File: config.mk
export PLATFORM = sky130hd
export DESIGN_NAME = charge_scheduler
export DESIGN_NICKNAME = d
export VERILOG_FILES = /design/src/rtl/charge_scheduler.sv
export SDC_FILE = /design/constraint.sdc
export NUM_CORES = 1
export LEC_CHECK = 0
export BUFFER_PORTS_ARGS = -buffer_cell sky130_fd_sc_hd__buf_4
export CAP_MARGIN = 20
export CORE_UTILIZATION = 45
export CTS_CLUSTER_DIAMETER = 60
export DETAILED_ROUTE_END_ITERATION = 10
export GPL_TIMING_DRIVEN = 0
export PLACE_DENSITY = 0.65
export RECOVER_POWER = 25
export SLEW_MARGIN = 30
export SYNTH_ARGS = -nofsm -noshare
export SYNTH_HDL_FRONTEND = slang
export SYNTH_SLANG_ARGS = --single-unit
File: constraint.sdc
create_clock -name clk -period 3.5 [get_ports clk]
set_input_delay 0.35 -clock clk [delete_from_list [all_inputs] [get_ports clk]]
set_output_delay 0.35 -clock clk [all_outputs]
set_load 0.1 [all_outputs]
File: src/rtl/charge_scheduler.sv
// -----------------------------------------------------------------------------
// charge_scheduler
//
// Purpose:
//   Arbitrates one shared charger and one shared payment unit between two
//   charging sockets. A requesting socket is granted the charger and the
//   payment unit is enabled. A valid payment converts credit units into
//   charge seconds. The seconds then count down on the 1 s tick until the
//   session completes. The session is dropped if the owning socket withdraws
//   its request. The grant is also released if payment does not arrive
//   within PAY_TIMEOUT ticks.
//
// Parameters:
//   SEC_PER_UNIT : charge seconds granted per credit unit
//   PAY_TIMEOUT  : ticks allowed while waiting for payment
//
// Ports:
//   clk      in   system clock, all logic on the rising edge
//   reset    in   synchronous active-high reset
//   tick     in   one-cycle pulse, 1 s timebase
//   req[1:0] in   level request per socket (bit0 = socket 0)
//   paid     in   one-cycle pulse, payment confirmed
//   amount   in   credit units accompanying paid (valid 1..20)
//   grant    out  one-hot or zero, socket owning the charger
//   pay_en   out  payment unit enable (only while waiting for payment)
//   charging out  charger power enable
//   remain   out  seconds of charge left
//   done     out  one-cycle pulse, session completed normally
// -----------------------------------------------------------------------------
module charge_scheduler #(
  parameter int SEC_PER_UNIT = 6,
  parameter int PAY_TIMEOUT  = 30
) (
  input  logic       clk,
  input  logic       reset,
  input  logic       tick,
  input  logic [1:0] req,
  input  logic       paid,
  input  logic [4:0] amount,
  output logic [1:0] grant,
  output logic       pay_en,
  output logic       charging,
  output logic [7:0] remain,
  output logic       done
);

  // The timeout counter only needs to hold 0..PAY_TIMEOUT-1.
  localparam int            TW         = (PAY_TIMEOUT > 1) ? $clog2(PAY_TIMEOUT) : 1;
  localparam logic [TW-1:0] TO_LAST    = TW'(PAY_TIMEOUT - 1);
  localparam logic [7:0]    SEC_U8     = 8'(SEC_PER_UNIT);
  localparam logic [4:0]    AMOUNT_MAX = 5'd20;

  typedef enum logic [1:0] {
    ST_IDLE     = 2'd0,
    ST_WAIT_PAY = 2'd1,
    ST_CHARGE   = 2'd2,
    ST_DONE     = 2'd3
  } state_t;

  state_t         r_state;
  logic [1:0]     r_grant;
  logic           r_pay_en;
  logic           r_charging;
  logic [7:0]     r_remain;
  logic           r_done;
  logic [TW-1:0]  r_tcnt;
  // 1 = socket 1 was served last, so socket 0 wins a tie next time.
  logic           r_last1;

  logic [1:0]     w_hold;
  logic           w_owner_req;
  logic           w_amount_ok;
  logic [7:0]     w_load;
  logic           w_pick1;
  logic [1:0]     w_pick;
  logic           w_served1;

  // Per-socket: is the granted socket still asserting its request?
  // The non-granted bit is masked out, so it cannot disturb a session.
  for (genvar gi = 0; gi < 2; gi++) begin : g_hold
    assign w_hold[gi] = r_grant[gi] & req[gi];
  end

  assign w_owner_req = |w_hold;
  assign w_amount_ok = (amount != 5'd0) && (amount <= AMOUNT_MAX);
  // 20 units * 6 s = 120 fits in 8 bits with the default parameters.
  assign w_load      = {3'b000, amount} * SEC_U8;

  // Round-robin pick: socket 1 wins only if it asks alone, or if both ask
  // and socket 0 was the one served last.
  assign w_pick1     = req[1] & (~req[0] | ~r_last1);
  assign w_pick      = {w_pick1, req[0] & ~w_pick1};
  assign w_served1   = r_grant[1];

  always_ff @(posedge clk) begin
    if (reset) begin
      r_state    <= ST_IDLE;
      r_grant    <= 2'b00;
      r_pay_en   <= 1'b0;
      r_charging <= 1'b0;
      r_remain   <= 8'd0;
      r_done     <= 1'b0;
      r_tcnt     <= '0;
      r_last1    <= 1'b1;
    end else begin
      case (r_state)
        ST_IDLE: begin
          r_done <= 1'b0;
          if (req != 2'b00) begin
            r_state  <= ST_WAIT_PAY;
            r_grant  <= w_pick;
            r_pay_en <= 1'b1;
            r_tcnt   <= '0;
          end
        end

        ST_WAIT_PAY: begin
          if (!w_owner_req) begin
            // Owner walked away: abort wins over paid and tick.
            r_state  <= ST_IDLE;
            r_grant  <= 2'b00;
            r_pay_en <= 1'b0;
            r_remain <= 8'd0;
            r_tcnt   <= '0;
            r_last1  <= w_served1;
          end else if (paid && w_amount_ok) begin
            // A valid payment beats a timeout tick in the same cycle.
            r_state    <= ST_CHARGE;
            r_pay_en   <= 1'b0;
            r_charging <= 1'b1;
            r_remain   <= w_load;
            r_tcnt     <= '0;
            r_last1    <= w_served1;
          end else if (tick) begin
            if (r_tcnt == TO_LAST) begin
              r_state  <= ST_IDLE;
              r_grant  <= 2'b00;
              r_pay_en <= 1'b0;
              r_tcnt   <= '0;
              r_last1  <= w_served1;
            end else begin
              r_tcnt <= r_tcnt + TW'(1);
            end
          end
        end

        ST_CHARGE: begin
          if (!w_owner_req) begin
            r_state    <= ST_IDLE;
            r_grant    <= 2'b00;
            r_charging <= 1'b0;
            r_remain   <= 8'd0;
            r_last1    <= w_served1;
          end else if (tick) begin
            // remain is never 0 here in normal operation; treating 0 like 1
            // keeps a corrupted count from wrapping to 255.
            if (r_remain <= 8'd1) begin
              r_state    <= ST_DONE;
              r_grant    <= 2'b00;
              r_charging <= 1'b0;
              r_remain   <= 8'd0;
              r_done     <= 1'b1;
              r_last1    <= w_served1;
            end else begin
              r_remain <= r_remain - 8'd1;
            end
          end
        end

        ST_DONE: begin
          // Single-cycle completion pulse. Any pending request is looked at
          // only once IDLE has been entered.
          r_state <= ST_IDLE;
          r_done  <= 1'b0;
        end

        default: begin
          r_state    <= ST_IDLE;
          r_grant    <= 2'b00;
          r_pay_en   <= 1'b0;
          r_charging <= 1'b0;
          r_remain   <= 8'd0;
          r_done     <= 1'b0;
          r_tcnt     <= '0;
        end
      endcase
    end
  end

  assign grant    = r_grant;
  assign pay_en   = r_pay_en;
  assign charging = r_charging;
  assign remain   = r_remain;
  assign done     = r_done;

endmodule

* Yosys cells after proc, flatten, opt, wreduce, memory -nomap -nowiden
Index checks and enable logic that the tools add are counted.
** Storage, ports and cells
- Bits in registers :: 21
- Output and inout port bits :: 13
** Operators by class
- Magnitude comparators :: 2
- Equal/unequal tests :: 18
- Multiply operators :: 1
- Multiplexer cells :: 52
- Add/sub/neg operators :: 2
- Bitwise logic cells :: 8
- Reductions and logical operators :: 19
** Operator list (count)
- 8-bit two-way mux :: 5
- 2-bit two-way mux :: 14
- 5-bit two-way mux :: 5
- 1-bit two-way mux :: 20
- 3-bit != test (second input constant) :: 6
- 8-bit one-hot mux with 2 select lines :: 1
- 5-bit AND reduction :: 3
- 2-bit != test (second input constant) :: 6
- 5-bit one-hot mux with 2 select lines :: 1
- 8-bit by 1-bit <= comparator with 1-bit output (second input constant) :: 1
- 4-bit != test (second input constant) :: 2
- 1-bit one-hot mux with 2 select lines :: 4
- 2-bit one-hot mux with 4 select lines :: 1
- 4-bit AND reduction :: 2
- 2-bit nonzero test :: 4
- 8-bit by 1-bit subtractor with 8-bit output (second input constant) :: 1
- 5-bit by 2-bit multiplier with 7-bit output (second input constant) :: 1
- 7-bit AND reduction :: 1
- 2-bit one-hot mux with 3 select lines :: 1
- 3-bit AND reduction :: 2
- 5-bit by 1-bit adder with 5-bit output (second input constant) :: 1
- 5-bit equality test (second input constant) :: 1
- 5-bit <= comparator (second input constant) :: 1
- 5-bit nonzero test :: 1
- other kinds (9) :: 17

* Longest topological paths before layout
- Depth in word-level cells :: 7
- Mapped depth :: 9
- Mapped depth without buffers :: 7

* Least setup slack after synthesis
No wires, ideal clock.
- Path kind :: reg2reg
- From :: register r_remain[0], in the netlist remain[0]
- To :: register r_remain[5], in the netlist remain[5]
- Data arrival time :: 2.467 ns
- Data required time :: 3.408 ns
- Path slack :: 0.940 ns
- Cell stages (with the launch flop) :: 9
- Buffers on the path :: 1
- Path through :: dfxtp_1 -> inv_1 -> ha_1 -> or2_1 -> and3_1 -> buf_2 -> nor2_2 -> a32oi_1 -> o32ai_1
** On the way
- Cells in the longest elaborated chain, start to end :: 5
- Elaborated cells between the ends (all ways) :: 6
- Classes of those cells :: add/sub (1); order compare (1); mux (4)
** Ends and longest elaborated chain
- from (decl) :: line 64 : logic [7:0] r_remain;
- from (signal assigned) :: line 131 : r_remain <= w_load;
- from (signal assigned) :: line 165 : r_remain <= r_remain - 8'd1;
- 8-bit by 1-bit subtractor with 8-bit output or 8-bit by 1-bit <= comparator with 1-bit output (tied branches) :: line 165, 157
- 8-bit two-way mux * :: line 157 : if (r_remain <= 8'd1) begin
- 8-bit two-way mux * :: line 154 : end else if (tick) begin
- 8-bit two-way mux * :: line 148 : if (!w_owner_req) begin
- 8-bit one-hot mux with 2 select lines * :: line 106 : case (r_state)
Mark *: on every way between the ends. The rest lies on a longest branch, timed or not. The select of a mux whose other input is x is not followed.
A chain may end at the register's enable or synchronous reset.

* Worst setup path in the final report
Ends and elaborated chain as after synthesis.

==> impl_metrics.toml <==
[outcome]
status = "finished clean"

[drt]
vias = 1521
first_iter_violations = 46
avgViaCountPerCell = 5.74
wl_per_cell_um = 14.9
antenna_left = 0
finalWirelength_um = 3960
drcViolationCount = 0
first_pass_iters = 4

[clocking]
cts-root-buf = "clkbuf_8"
clk_path_buf_depth = 2
clock_insertion_delay_worst_skew_ns = 0.28
cts_made_buffers = 3
hold_buffers = 0
path_clk_slew_ns = 0.09
h-tree-depth = 1
cts.sinks = 21
cts_tree = "done"
cts_setup_buffers = 0
post_cts_resized = 0

[layout]
fin_nets = 247
final_layout_size_suffix_gt1_share_pct = 17.8
nFillCells = 328
utilization_pct = 55.7
diodes = 0
synthToLayoutAreaGrowth_pct = 14.8
register_area_um2 = 420
multi_input_area_um2 = 1160

[setup_path]
slowest_delay_ns = 0.43
cp.arrival_ns = 2.25
critPathSlowestCell = "dfxtp_1"
worstSetupPathType = "reg -> reg"
start_kind = "flip-flop"
worstSetupStartpoint = "remain[0]$_SDFFE_PP0P_"
path_cells = "inv_1 > ha_1 > or2_1 > and3_1 > buf_2 > nor2_2 > a32oi_1 > o32ai_1"
r2r_start = "remain[0]$_SDFFE_PP0P_"
crit_required_ns = 3.69
endpoint_kind = "flip-flop"
critPathMaxFanout = 7

[die]
dieArea_um2 = 3960
start_util_pct = 48.5
ios = 24
die_w_um = 62.9
core_um2 = 3440
rows = 21
die_y_um = 62.9

[logic_synthesis]
synth_edf_count = 0
ys_seq_area_share_pct = 25.2
synth.top_cell.area_share_pct = 25.2
synth_area_um2 = 1670
yosysWarnings = 0
yosysTopAreaCell = "dfxtp_1"
synthFlopType = "dfxtp_1"
syn-num-nets = 219
ys_ff_latch = 21
syn_area_per_cell_um2 = 8.69
synthDistinctLibCells = 58
postSynthCellCount = 192
async_flop_share_pct = 0
synth_area_leaders = "dfxtp_1 (25%), ha_1 (11%), a21oi_1 (5.1%)"

[sta]
finClkSkew_ns = 0.00531
max_freq_ghz = 0.485
grt_setup_unrepaired = "false"
report.final.slew_viol_count = 0
slew_headroom_pct = 22.1
finalCritPeriodShare_pct = 59.0
tightest_slew_ns = 1.17
final_hold_viol_count = 0
fin_crit_ns = 2.06
setup_violations = 0
setup_tns_ns = 0

[global_routing]
grtUsageTotal_pct = 21.9
grt_pass1_vias = 1429
grt_overflow_total = 0
antenna_found_initial = 0
grt_max_degree = 13
grt_pass1_wl_um = 6840

[placed_design]
dpl.hpwl_um = 3080
gp_congestion = 0.812
io_buffers = 23

[job]
drv_cap = 0

[hold_path]
hold_start = "req[0]"
min_path_type = "in -> reg"

[pwr]
ir_drop_uv = 186
p_per_area_nw_per_um2 = 345
p_leak_uw = 0.000759
[cells in the final DEF, fill, tap and decap left out, types with 6 or more instances in the layout]
master and count:
a21oi_1 17, buf_4 18, clkbuf_1 11, dfxtp_1 21, ha_1 15, inv_1 13
nand2_1 9, nand2b_1 7, nand3_1 6, nand3b_1 8, nor2_1 12, nor3_1 7
o21ai_0 8, xor2_1 6
[final timing paths]
check	endpoint	slack, ns	cells past startpoint
hold / removal	grant[0]$_SDFFE_PP0P_	0.36	2
hold reg to reg	pay_en$_SDFFE_PP0P_	0.50	2
setup / recovery	remain[5]$_SDFFE_PP0P_	1.44	8
setup reg to reg	remain[5]$_SDFFE_PP0P_	1.44	8
[per-layer routing]
| layer | vias up | share of wire (%) | track usage, % |
|---|---|---|---|
| met1 | 711 | 48 | 30.9 |
| met2 | 39 | 44 | 32.5 |
| met4 | 0 | 1.8 | 8.43 |
| met5 | - | 0 | 0 |
| met3 | 7 | 5.8 | 4.20 |
| li1 | 764 | - | - |
[critical path, delay by kind of cell (launching register included)]
family,cells,cell delay (ns)
AOI/OAI and AO/OA,2,0.37
buffers and inverters,2,0.25
DFF,1,0.43
and+or+nand+nor,3,0.68
adders and majority gates,1,0.26
[sequential cells by signal, indices dropped and copies added, names as in the netlist]
register,flops
charging,1
done,1
grant,2
r_tcnt,5
pay_en,1
r_state,2
r_last1,1
remain,8
[per-stage QoR]
step,hold slack [ns],instances,setup WS (ns),cell area [um2],total power (uW)
global placement,0.473,261,1.38,1900,494
floorplan,0.466,192,0.940,1670,441
detailed placement,0.491,261,1.35,1900,499
finish,0.357,265,1.44,1920,661
CTS,0.357,265,1.45,1950,670
global route,0.364,265,1.29,1920,693
[report_power, final]
group,internal (uW),switching [uW],total (uW)
clock,79.8,92.3,172
sequential,250,11.8,262
combinational,77.1,150,227
total,407,254,661
[cell families after synthesis]
logic type      after synthesis  share of synthesized area [%]
compound gates               58                           27.7
xor+xnor                      7                           3.67
fa+ha+maj                    16                           12.4
buf+inv                      21                           5.47
flops                        21                           25.2
mux                           3                           1.95
simple gates                 66                           23.6
[synthesized netlist by cell type (all sizes together), types with 2 or more instances]
library cell	instances
o32ai	2
o31ai	2
and3	2
nand3b	8
a221oi	3
nor4	2
nand2	9
a41o	2
nor2b	2
nand4	2
inv	14
ha	15
xor2	6
clkbuf	3
nor2	15
o21ai	8
nand2b	7
buf	4
nor3	7
dfxtp	21
o2bb2ai	2
mux2	2
o211ai	2
nand3	6
a21oi	17
a211oi	5
[final cells by class]
| class | count | share of cell area [%] |
|---|---|---|
| sequential | 21 | 21.9 |
| buffer | 7 | 2.02 |
| timing repair buffer | 23 | 7.45 |
| tap | 46 | 3.00 |
| clock inverter | 1 | 0.261 |
| inverter | 14 | 2.74 |
| multi-input combinational | 150 | 60.4 |
| clock buffer | 3 | 2.16 |
Note: power is estimated with default switching activity, not from simulation.
